===== src/rtl/vx_scoreboard_ctrl_if.sv =====
// Handshake bundle between decode, the scoreboard controller, dispatch and writeback.
// Every valid/ready pair transfers on a rising edge where both are high; valid never depends on ready.
interface vx_scoreboard_ctrl_if #(
  parameter int NUM_WARPS = 4,
  parameter int NUM_REGS  = 64
);
  localparam int NW_BITS = (NUM_WARPS > 1) ? $clog2(NUM_WARPS) : 1;
  localparam int NR_BITS = $clog2(NUM_REGS);

  logic               in_valid;
  logic [NW_BITS-1:0] in_wid;
  logic               in_wb;
  logic [NR_BITS-1:0] in_rd;
  logic [NR_BITS-1:0] in_rs1;
  logic [NR_BITS-1:0] in_rs2;
  logic [NR_BITS-1:0] in_rs3;
  logic               in_ready;

  logic               out_valid;
  logic [NW_BITS-1:0] out_wid;
  logic               out_wb;
  logic [NR_BITS-1:0] out_rd;
  logic               out_ready;

  logic               wb_valid;
  logic [NW_BITS-1:0] wb_wid;
  logic [NR_BITS-1:0] wb_rd;
  logic               wb_eop;

  modport slave (
    input  in_valid, in_wid, in_wb, in_rd, in_rs1, in_rs2, in_rs3,
    output in_ready,
    output out_valid, out_wid, out_wb, out_rd,
    input  out_ready,
    input  wb_valid, wb_wid, wb_rd, wb_eop
  );

  modport master (
    output in_valid, in_wid, in_wb, in_rd, in_rs1, in_rs2, in_rs3,
    input  in_ready,
    input  out_valid, out_wid, out_wb, out_rd,
    output out_ready,
    output wb_valid, wb_wid, wb_rd, wb_eop
  );
endinterface


===== src/rtl/vx_scoreboard_ctrl.sv =====
// Register scoreboard: holds one decoded instruction until its sources/destination are not
// pending, marks rd busy on dispatch, clears it on end-of-packet writeback, flags stuck stalls.
module vx_scoreboard_ctrl #(
  parameter int NUM_WARPS   = 4,
  parameter int NUM_REGS    = 64,
  parameter int STALL_LIMIT = 1000
) (
  input  logic                 clk,
  input  logic                 reset_n,
  vx_scoreboard_ctrl_if.slave  bus,
  output logic                 deadlock,
  output logic                 release_err
);
  localparam int NW_BITS = (NUM_WARPS > 1) ? $clog2(NUM_WARPS) : 1;
  localparam int NR_BITS = $clog2(NUM_REGS);
  localparam int SC_BITS = $clog2(STALL_LIMIT + 1);
  localparam logic [SC_BITS-1:0] SC_MAX = SC_BITS'(STALL_LIMIT);

  typedef logic [NUM_WARPS-1:0][NUM_REGS-1:0] busy_t;

  busy_t              busy_q, busy_d;
  logic               stage_valid_q;
  logic [NW_BITS-1:0] stage_wid_q;
  logic               stage_wb_q;
  logic [NR_BITS-1:0] stage_rd_q;
  logic [NR_BITS-1:0] stage_rs1_q;
  logic [NR_BITS-1:0] stage_rs2_q;
  logic [NR_BITS-1:0] stage_rs3_q;
  logic [SC_BITS-1:0] stall_cnt_q, stall_cnt_d;
  logic               deadlock_q, deadlock_d;
  logic               release_err_q, release_err_d;

  logic hazard, stall, fire, accept, wb_release;

  // Ids outside the table (non power-of-two sizes) read as not busy.
  function automatic logic bit_busy(input busy_t tbl, input logic [NW_BITS-1:0] w,
                                    input logic [NR_BITS-1:0] r);
    if (int'(w) >= NUM_WARPS || int'(r) >= NUM_REGS) return 1'b0;
    return tbl[w][r];
  endfunction

  // Hazard uses the registered table only: a release becomes visible the cycle after.
  assign hazard = bit_busy(busy_q, stage_wid_q, stage_rs1_q)
                | bit_busy(busy_q, stage_wid_q, stage_rs2_q)
                | bit_busy(busy_q, stage_wid_q, stage_rs3_q)
                | (stage_wb_q & bit_busy(busy_q, stage_wid_q, stage_rd_q));

  assign stall         = stage_valid_q & hazard;
  assign bus.out_valid = stage_valid_q & ~hazard;
  assign fire          = bus.out_valid & bus.out_ready;
  assign bus.in_ready  = ~stage_valid_q | fire;
  assign accept        = bus.in_valid & bus.in_ready;
  assign wb_release    = bus.wb_valid & bus.wb_eop;

  assign bus.out_wid = stage_wid_q;
  assign bus.out_wb  = stage_wb_q;
  assign bus.out_rd  = stage_rd_q;
  assign deadlock    = deadlock_q;
  assign release_err = release_err_q;

  // Release first, then set, so a same-bit set in the same cycle wins.
  always_comb begin
    busy_d        = busy_q;
    release_err_d = release_err_q;
    if (wb_release && int'(bus.wb_wid) < NUM_WARPS && int'(bus.wb_rd) < NUM_REGS) begin
      if (!busy_q[bus.wb_wid][bus.wb_rd] && bus.wb_rd != '0) release_err_d = 1'b1;
      busy_d[bus.wb_wid][bus.wb_rd] = 1'b0;
    end
    if (fire && stage_wb_q && stage_rd_q != '0 &&
        int'(stage_wid_q) < NUM_WARPS && int'(stage_rd_q) < NUM_REGS) begin
      busy_d[stage_wid_q][stage_rd_q] = 1'b1;
    end
  end

  always_comb begin
    stall_cnt_d = '0;
    if (stall) stall_cnt_d = (stall_cnt_q == SC_MAX) ? stall_cnt_q : stall_cnt_q + 1'b1;
    deadlock_d = deadlock_q | (stall_cnt_d == SC_MAX);
  end

  always_ff @(posedge clk or negedge reset_n) begin
    if (!reset_n) begin
      busy_q        <= '0;
      stage_valid_q <= 1'b0;
      stage_wid_q   <= '0;
      stage_wb_q    <= 1'b0;
      stage_rd_q    <= '0;
      stage_rs1_q   <= '0;
      stage_rs2_q   <= '0;
      stage_rs3_q   <= '0;
      stall_cnt_q   <= '0;
      deadlock_q    <= 1'b0;
      release_err_q <= 1'b0;
    end else begin
      busy_q        <= busy_d;
      stall_cnt_q   <= stall_cnt_d;
      deadlock_q    <= deadlock_d;
      release_err_q <= release_err_d;
      if (accept) begin
        stage_valid_q <= 1'b1;
        stage_wid_q   <= bus.in_wid;
        stage_wb_q    <= bus.in_wb;
        stage_rd_q    <= bus.in_rd;
        stage_rs1_q   <= bus.in_rs1;
        stage_rs2_q   <= bus.in_rs2;
        stage_rs3_q   <= bus.in_rs3;
      end else if (fire) begin
        stage_valid_q <= 1'b0;
      end
    end
  end
endmodule


===== src/flat_wrapper.sv =====
// flat-port wrapper written by rule: the top's interface ports become plain ports
module vx_scoreboard_ctrl_flat 
#(
  parameter int NUM_WARPS   = 4,
  parameter int NUM_REGS    = 64,
  parameter int STALL_LIMIT = 1000
)
  (clk, reset_n, deadlock, release_err, bus_in_valid, bus_in_wid, bus_in_wb, bus_in_rd, bus_in_rs1, bus_in_rs2, bus_in_rs3, bus_in_ready, bus_out_valid, bus_out_wid, bus_out_wb, bus_out_rd, bus_out_ready, bus_wb_valid, bus_wb_wid, bus_wb_rd, bus_wb_eop);
  vx_scoreboard_ctrl_if #(.NUM_WARPS(NUM_WARPS), .NUM_REGS(NUM_REGS)) bus_i ();
  input  logic clk;
  input  logic reset_n;
  output logic deadlock;
  output logic release_err;
  input wire logic [$bits(bus_i.in_valid)-1:0] bus_in_valid;
  input wire logic [$bits(bus_i.in_wid)-1:0] bus_in_wid;
  input wire logic [$bits(bus_i.in_wb)-1:0] bus_in_wb;
  input wire logic [$bits(bus_i.in_rd)-1:0] bus_in_rd;
  input wire logic [$bits(bus_i.in_rs1)-1:0] bus_in_rs1;
  input wire logic [$bits(bus_i.in_rs2)-1:0] bus_in_rs2;
  input wire logic [$bits(bus_i.in_rs3)-1:0] bus_in_rs3;
  output wire logic [$bits(bus_i.in_ready)-1:0] bus_in_ready;
  output wire logic [$bits(bus_i.out_valid)-1:0] bus_out_valid;
  output wire logic [$bits(bus_i.out_wid)-1:0] bus_out_wid;
  output wire logic [$bits(bus_i.out_wb)-1:0] bus_out_wb;
  output wire logic [$bits(bus_i.out_rd)-1:0] bus_out_rd;
  input wire logic [$bits(bus_i.out_ready)-1:0] bus_out_ready;
  input wire logic [$bits(bus_i.wb_valid)-1:0] bus_wb_valid;
  input wire logic [$bits(bus_i.wb_wid)-1:0] bus_wb_wid;
  input wire logic [$bits(bus_i.wb_rd)-1:0] bus_wb_rd;
  input wire logic [$bits(bus_i.wb_eop)-1:0] bus_wb_eop;
  assign bus_i.in_valid = bus_in_valid;
  assign bus_i.in_wid = bus_in_wid;
  assign bus_i.in_wb = bus_in_wb;
  assign bus_i.in_rd = bus_in_rd;
  assign bus_i.in_rs1 = bus_in_rs1;
  assign bus_i.in_rs2 = bus_in_rs2;
  assign bus_i.in_rs3 = bus_in_rs3;
  assign bus_in_ready = bus_i.in_ready;
  assign bus_out_valid = bus_i.out_valid;
  assign bus_out_wid = bus_i.out_wid;
  assign bus_out_wb = bus_i.out_wb;
  assign bus_out_rd = bus_i.out_rd;
  assign bus_i.out_ready = bus_out_ready;
  assign bus_i.wb_valid = bus_wb_valid;
  assign bus_i.wb_wid = bus_wb_wid;
  assign bus_i.wb_rd = bus_wb_rd;
  assign bus_i.wb_eop = bus_wb_eop;
  vx_scoreboard_ctrl #(.NUM_WARPS(NUM_WARPS), .NUM_REGS(NUM_REGS), .STALL_LIMIT(STALL_LIMIT)) u_core (.clk(clk), .reset_n(reset_n), .bus(bus_i), .deadlock(deadlock), .release_err(release_err));
endmodule

===== config.mk =====
export PLATFORM = sky130hd
export DESIGN_NAME = vx_scoreboard_ctrl_flat
export DESIGN_NICKNAME = d
export VERILOG_FILES = /design/src/rtl/vx_scoreboard_ctrl_if.sv /design/src/rtl/vx_scoreboard_ctrl.sv /design/src/flat_wrapper.sv
export SDC_FILE = /design/constraint.sdc
export NUM_CORES = 1
export LEC_CHECK = 0
export BUFFER_PORTS_ARGS = -buffer_cell sky130_fd_sc_hd__buf_2
export CAP_MARGIN = 30
export CORE_MARGIN = 2
export CORE_UTILIZATION = 55
export DETAILED_ROUTE_END_ITERATION = 7
export PLACE_DENSITY = 0.76
export SLEW_MARGIN = 20
export SYNTH_ARGS = -nofsm -noshare
export SYNTH_HDL_FRONTEND = slang
export SYNTH_SLANG_ARGS = --single-unit

===== constraint.sdc =====
create_clock -name clk -period 6.3 [get_ports clk]
set_clock_uncertainty 0.1 [all_clocks]
set_input_delay 1.575 -clock clk [delete_from_list [all_inputs] [get_ports clk]]
set_output_delay 1.575 -clock clk [all_outputs]
set_load 0.005 [all_outputs]

; After elaboration in Yosys (flattened, before gate mapping)
; Cells that the tools add are included.
[word_totals]
latchBits = 0
ramBits = 0
memories = 0
romBits = 0
out_inout_bits = 13
ff_bits = 296
[op_classes]
bitwise = 16
eq_ne = 2
n_reduce_logical = 12
add_sub_neg = 1
n_shift = 0
n_div = 0
order_cmp = 11
mul = 0
n_mux = 28
[ops]
columns = op, count
row1 = 256-bit 2-to-1 mux, 2
row2 = 256-bit bitwise AND, 1
row3 = 64-bit binary-select mux with 2-bit select, 2
row4 = 64-bit demux with 2-bit select, 2
row5 = 64-bit 2-to-1 mux, 4
row6 = 256-bit inverter, 1
row7 = 256-bit bitwise OR, 1
row8 = "6-bit by 7-bit < comparator with 1-bit output, second input constant", 5
row9 = 1-bit binary-select mux with 6-bit select, 5
row10 = "10-bit equality test, second input constant", 2
row11 = 10-bit 2-to-1 mux, 2
row12 = 1-bit demux with 6-bit select, 2
row13 = "6-bit by 1-bit >= comparator with 1-bit output, second input constant", 2
row14 = 6-bit nonzero test, 2
row15 = "10-bit by 1-bit adder with 10-bit output, second input constant", 1
row16 = 1-bit 2-to-1 mux, 9
row17 = 1-bit logical AND, 7
row18 = 1-bit bitwise AND, 6
row19 = "2-bit by 3-bit < comparator with 1-bit output, second input constant", 2
row20 = 1-bit bitwise OR, 5
row21 = "2-bit by 1-bit >= comparator with 1-bit output, second input constant", 2
row22 = 1-bit inverter, 2
row23 = 2-bit AND reduction, 1
row24 = 2-bit nonzero test, 1
row25 = 1-bit logical NOT, 1

; Longest topological paths before layout
[depth]
word_depth = 13
ltp_mapped = 18

; Worst setup path after synthesis
; OpenSTA, ideal clock, no wires.
[synth_path]
kind = register -> output
start = reg u_core.stage_wid_q[0], in the netlist u_core.bus.out_wid[0]
end = out bus_out_valid
t_arrival_ns = 3.286
n_path_buf = 7
setup_slack_ns = 1.339
stages_incl_launch_ff = 16
path_cell_list = dfrtp_1 buf_6 buf_6 buf_6 buf_4 buf_4 buf_2 mux2i_1 o22ai_1 nor4_1 a21boi_0 nor4_1 a41oi_1 nor4_4 clkbuf_1 and2_1
[synth_between]
elab_chain_len = 9
elab_cells_between_ends = 16
[synth_rtl]
columns = item, line_no
row1 = "start, declared", vx_scoreboard_ctrl.sv:23  ; logic [NW_BITS-1:0] stage_wid_q;
row2 = "start signal, assigned", vx_scoreboard_ctrl.sv:101  ; stage_wid_q <= bus.in_wid;
row3 = 64-bit binary-select mux with 2-bit select (*), vx_scoreboard_ctrl.sv:39  ; return tbl[w][r];
row4 = 64-bit 2-to-1 mux (implied by the code) (*), vx_scoreboard_ctrl.sv:39
row5 = 1-bit binary-select mux with 6-bit select, vx_scoreboard_ctrl.sv:39
row6 = 1-bit 2-to-1 mux (implied by the code), vx_scoreboard_ctrl.sv:39
row7 = 1-bit bitwise OR, vx_scoreboard_ctrl.sv:44  ; | bit_busy(busy_q, stage_wid_q, stage_rs2_q)
row8 = 1-bit bitwise OR, vx_scoreboard_ctrl.sv:45  ; | bit_busy(busy_q, stage_wid_q, stage_rs3_q)
row9 = 1-bit bitwise OR (*), vx_scoreboard_ctrl.sv:46  ; | (stage_wb_q & bit_busy(busy_q, stage_wid_q, stage_rd_q));
row10 = 1-bit inverter (*), vx_scoreboard_ctrl.sv:49  ; assign bus.out_valid = stage_valid_q & ~hazard;
row11 = 1-bit bitwise AND (*), vx_scoreboard_ctrl.sv:49
row12 = "end, declared", flat_wrapper.sv:22  ; output wire logic [$bits(bus_i.out_valid)-1:0] bus_out_valid;
; Every way passes the cells marked *; elsewhere a longest branch is shown, timed or not. The select of a mux whose other input is x is not followed.

; Worst setup path after layout
[layout_path]
start = reg u_core.stage_wid_q[1], in the netlist u_core.bus.out_wid[1]
end = out bus_out_valid
; The elaborated chain is that of the path after synthesis.

==> summary.md <==
| Metric | Value |
|---|---|
| Util after Layout | 0.623 |
| Pwr/cell area | 419 mW/mm2 |
| I/O pin cnt | 54 |
| Via count | 21,206 |
| Status | completed |
| Fin crit share | 1.00 |
| Crit path capture type | output pin |
| Placed inst area | 0.0223 mm2 |
| Fin crit period | 6300 ps |
| Hold EP | u_core.deadlock |
| Met3 usage | 0.256 |
| Max Slew Vio Count | 0 |
| Pwr Total | 9.87 mW |
| Worst hold start | u_core.deadlock |
| Clock sink total | 296 |
| Worst path cell trace | nand4_1 -> o22ai_1 -> nor4_1 -> a31oi_1 -> nor4_1 -> a41oi_1 -> nor4_4 -> and2_1 -> buf_2 |
| Core area | 0.0378 mm2 |
| Worst r2r dst | u_core.busy_q[71] |
| Switching pwr | 4.56 mW |
| Sequential cell area | 0.00742 mm2 |
| Reg2Reg Depth | 11 |
| Reg2Reg Launch Point | u_core.bus.out_wid[1] |
| Crit path kind | flop to output pin |
| RSZ-0062 raised after global routing | no |
| Clk slew on worst S/H paths | 70 ps |
| Post-route cell area | 0.0235 mm2 |
| Avg WL per Cell | 40.0 um |
| # Max-Cap Violations | 0 |
| Routability cong. | 1.08 |
| Initial antenna violation count | 12 |
| Final hold vios | 0 |
| CP Launch Type | flop |
| R2R setup slack | 950 ps |
| PortBufs | 53 |
| DR pass1 iterations | 6 |
| Vias in the first global route | 20,353 |
| Synth async-reset ratio | 1.00 |
| Largest net degree at the start of global routing | 128 |
| Seq pwr share | 0.299 |
| ANT nets after route | 0 |
| Top FF cell, synth | dfrtp_1 |
| Clk pwr share | 0.210 |
| Number of synthesized flops with an enable pin | 0 |
| Post-DR vias/cell | 8.19 |
| Critical-path top delay cell | nand4_1 |
| Sequential share of the synthesized area | 0.350 |
| Worst skew pair latency | 580 ps |
| CTS root buffer | clkbuf_16 |
| Met2 Use GR | 0.693 |
| Pint | 5.31 mW |
| Largest fanout on the critical path | 44 |
| Worst path arrival time | 4620 ps |
| Cells after Synth | 2,009 |
| Logic pwr share | 0.491 |
| Area occupied by multi-input gates | 0.0129 mm2 |
| Layout cells sized above 1 | 0.241 |
| WL final | 103,000 um |
| Delay of the slowest cell on the worst path | 1050 ps |
| Max IR drop VDD | 0.000284 V |
| Data required, critical path | 4620 ps |
| Most common cell after layout, fill and taps aside | o21ai_0 |
| CTS hold repair buffers | 0 |
| DRC violations left | 0 |
| GR met1 Demand/Resource | 0.634 |
| GRT busiest layer | met2 |
| Fin nets | 2,077 |
| Most frequent cells in the layout | o21ai_0 (511), dfrtp_1 (292), mux4_2 (208), mux2i_1 (175), nand2_1 (168) |
| Area growth from synthesis to layout | 11.2% |
| CTS tree | done |
| Maximum clock frequency | 159 MHz |
| H-tree depth | 2 |
| Cell area after synthesis | 0.0212 mm2 |
| Clock Tree Buf Depth | 3 |
| Post-synth cell types | 65 |
| Hold path cells | 1 |
| Syn Area/Cell | 10.5 um2 |
| Worst slew margin | 0.213 |
| Die Y-Extent | 200 um |
| Die Span X | 200 um |
| Leakage | 9.19 nW |
| Synth Register Bits | 296 |
| Setup TNS | 0 ps |
| HP Class | flop to flop |
| Final setup viols | 0 |
| Initial Utilization | 0.560 |
| Switching Fraction | 0.462 |
| Most frequent CP cell | nor4_1 |
| Drt initial violations | 3,386 |
| Worst Max-Slew Pin Slew | 1180 ps |
| Filler cell count | 3,024 |
| Synthesized Nets | 2,052 |
| Die area | 0.0401 mm2 |
| Cts bufs inserted | 34 |
| Post-DP HPWL | 70,700 um |
| # rows | 71 |
| Ys Warns | 0 |
| Worst hold slack | 363 ps |
| Total gr overflow | 0 |
| Total Routing Usage GR | 0.517 |
| First-pass GRT wire length | 147,000 um |
## synth_stat cells (all sizes together), types with 18 or more instances
| master | n | area [um2] |
|---|---|---|
| o21ai | 515 | 2580 |
| dfrtp | 296 | 7410 |
| mux4 | 208 | 4680 |
| mux2i | 175 | 1750 |
| nand2 | 168 | 631 |
| clkbuf | 113 | 424 |
| o22ai | 70 | 438 |
| buf | 67 | 404 |
| mux2 | 42 | 473 |
| a22oi | 40 | 300 |
| nor2 | 39 | 146 |
| inv | 22 | 82.6 |
| nor3 | 21 | 105 |
| nand4 | 18 | 113 |
## layout make-up
type                       instances  share of cell area
antenna                           22             0.00234
clock buffer                      42              0.0392
clock inverter                    15             0.00840
inverter                          25             0.00399
multi-input combinational       1508               0.547
sequential                       296               0.315
tap                              511              0.0272
timing repair buffer             169              0.0565
## metal layers
layer  up-vias  share of wire
met1     10512           0.34
met3       621           0.17
met5         -         0.0011
met2      2120           0.40
met4        10          0.091
li1       7943              -
## state kept, by name, summed over array words and instances, names as in the netlist
signal	count
u_core.bus.out_wb	1
u_core.deadlock	1
u_core.stage_rs1_q	6
u_core.stage_rs3_q	6
u_core.bus.out_wid	2
u_core.stage_rs2_q	6
u_core.bus.out_rd	6
u_core.stage_valid_q	1
u_core.busy_q	256
u_core.stall_cnt_q	10
u_core.release_err	1
## worst max-delay path: cells and delay by family, from the launching register on
| kind | cells | cell delay (ps) |
|---|---|---|
| and+or+nand+nor | 5 | 1660 |
| DFF | 1 | 780 |
| AOI/OAI and AO/OA | 3 | 1460 |
| buffers and inverters | 1 | 120 |
## worst max-delay path by stage
stage,startpoint,to
after floorplan,u_core.bus.out_wid[0],bus_out_valid
final,u_core.bus.out_wid[1],bus_out_valid
after CTS,u_core.bus.out_wid[0],bus_in_ready
after global routing,u_core.bus.out_wid[0],bus_in_ready
after detailed placement,u_core.bus.out_wid[0],bus_in_ready
after global placement,u_core.bus.out_wid[0],bus_in_ready
## per-stage QoR
stage | std cells | setup slack [ps]
after floorplan | 2009 | 1340
after global placement | 2498 | 440
after CTS | 2563 | 121
after detailed placement | 2505 | 550
final | 2588 | 1.03
after global routing | 2572 | 14.9
## repair_timing
action,CTS,global route
endpoints found under the hold margin,0,0
resized for setup,0,1
buffers inserted,1,0
setup endpoints to repair,2,2
## power by group through the flow
stage / Sequential [mW] / Clock [mW] / Combinational [mW]
floorplan: 2.46 / 0 / 3.10
global placement: 2.93 / 0 / 4.50
detailed placement: 2.94 / 0 / 4.56
CTS: 2.89 / 2.06 / 4.62
global route: 2.96 / 2.15 / 4.92
finish: 2.95 / 2.07 / 4.84
## cells by family (layout without fill, tap and decap cells)
family,count (synthesis),count (layout),share of synthesized area
muxes,425,425,0.327
and+or+nand+nor,352,352,0.0827
DFF,296,296,0.350
other,0,22,0
AOI/OAI and AO/OA,720,720,0.192
buffers and inverters,205,251,0.0436
xor gates and xnor gates,9,9,0.00372
adders and majority gates,2,2,0.00118
Note: power is estimated with default switching activity, not from simulation.
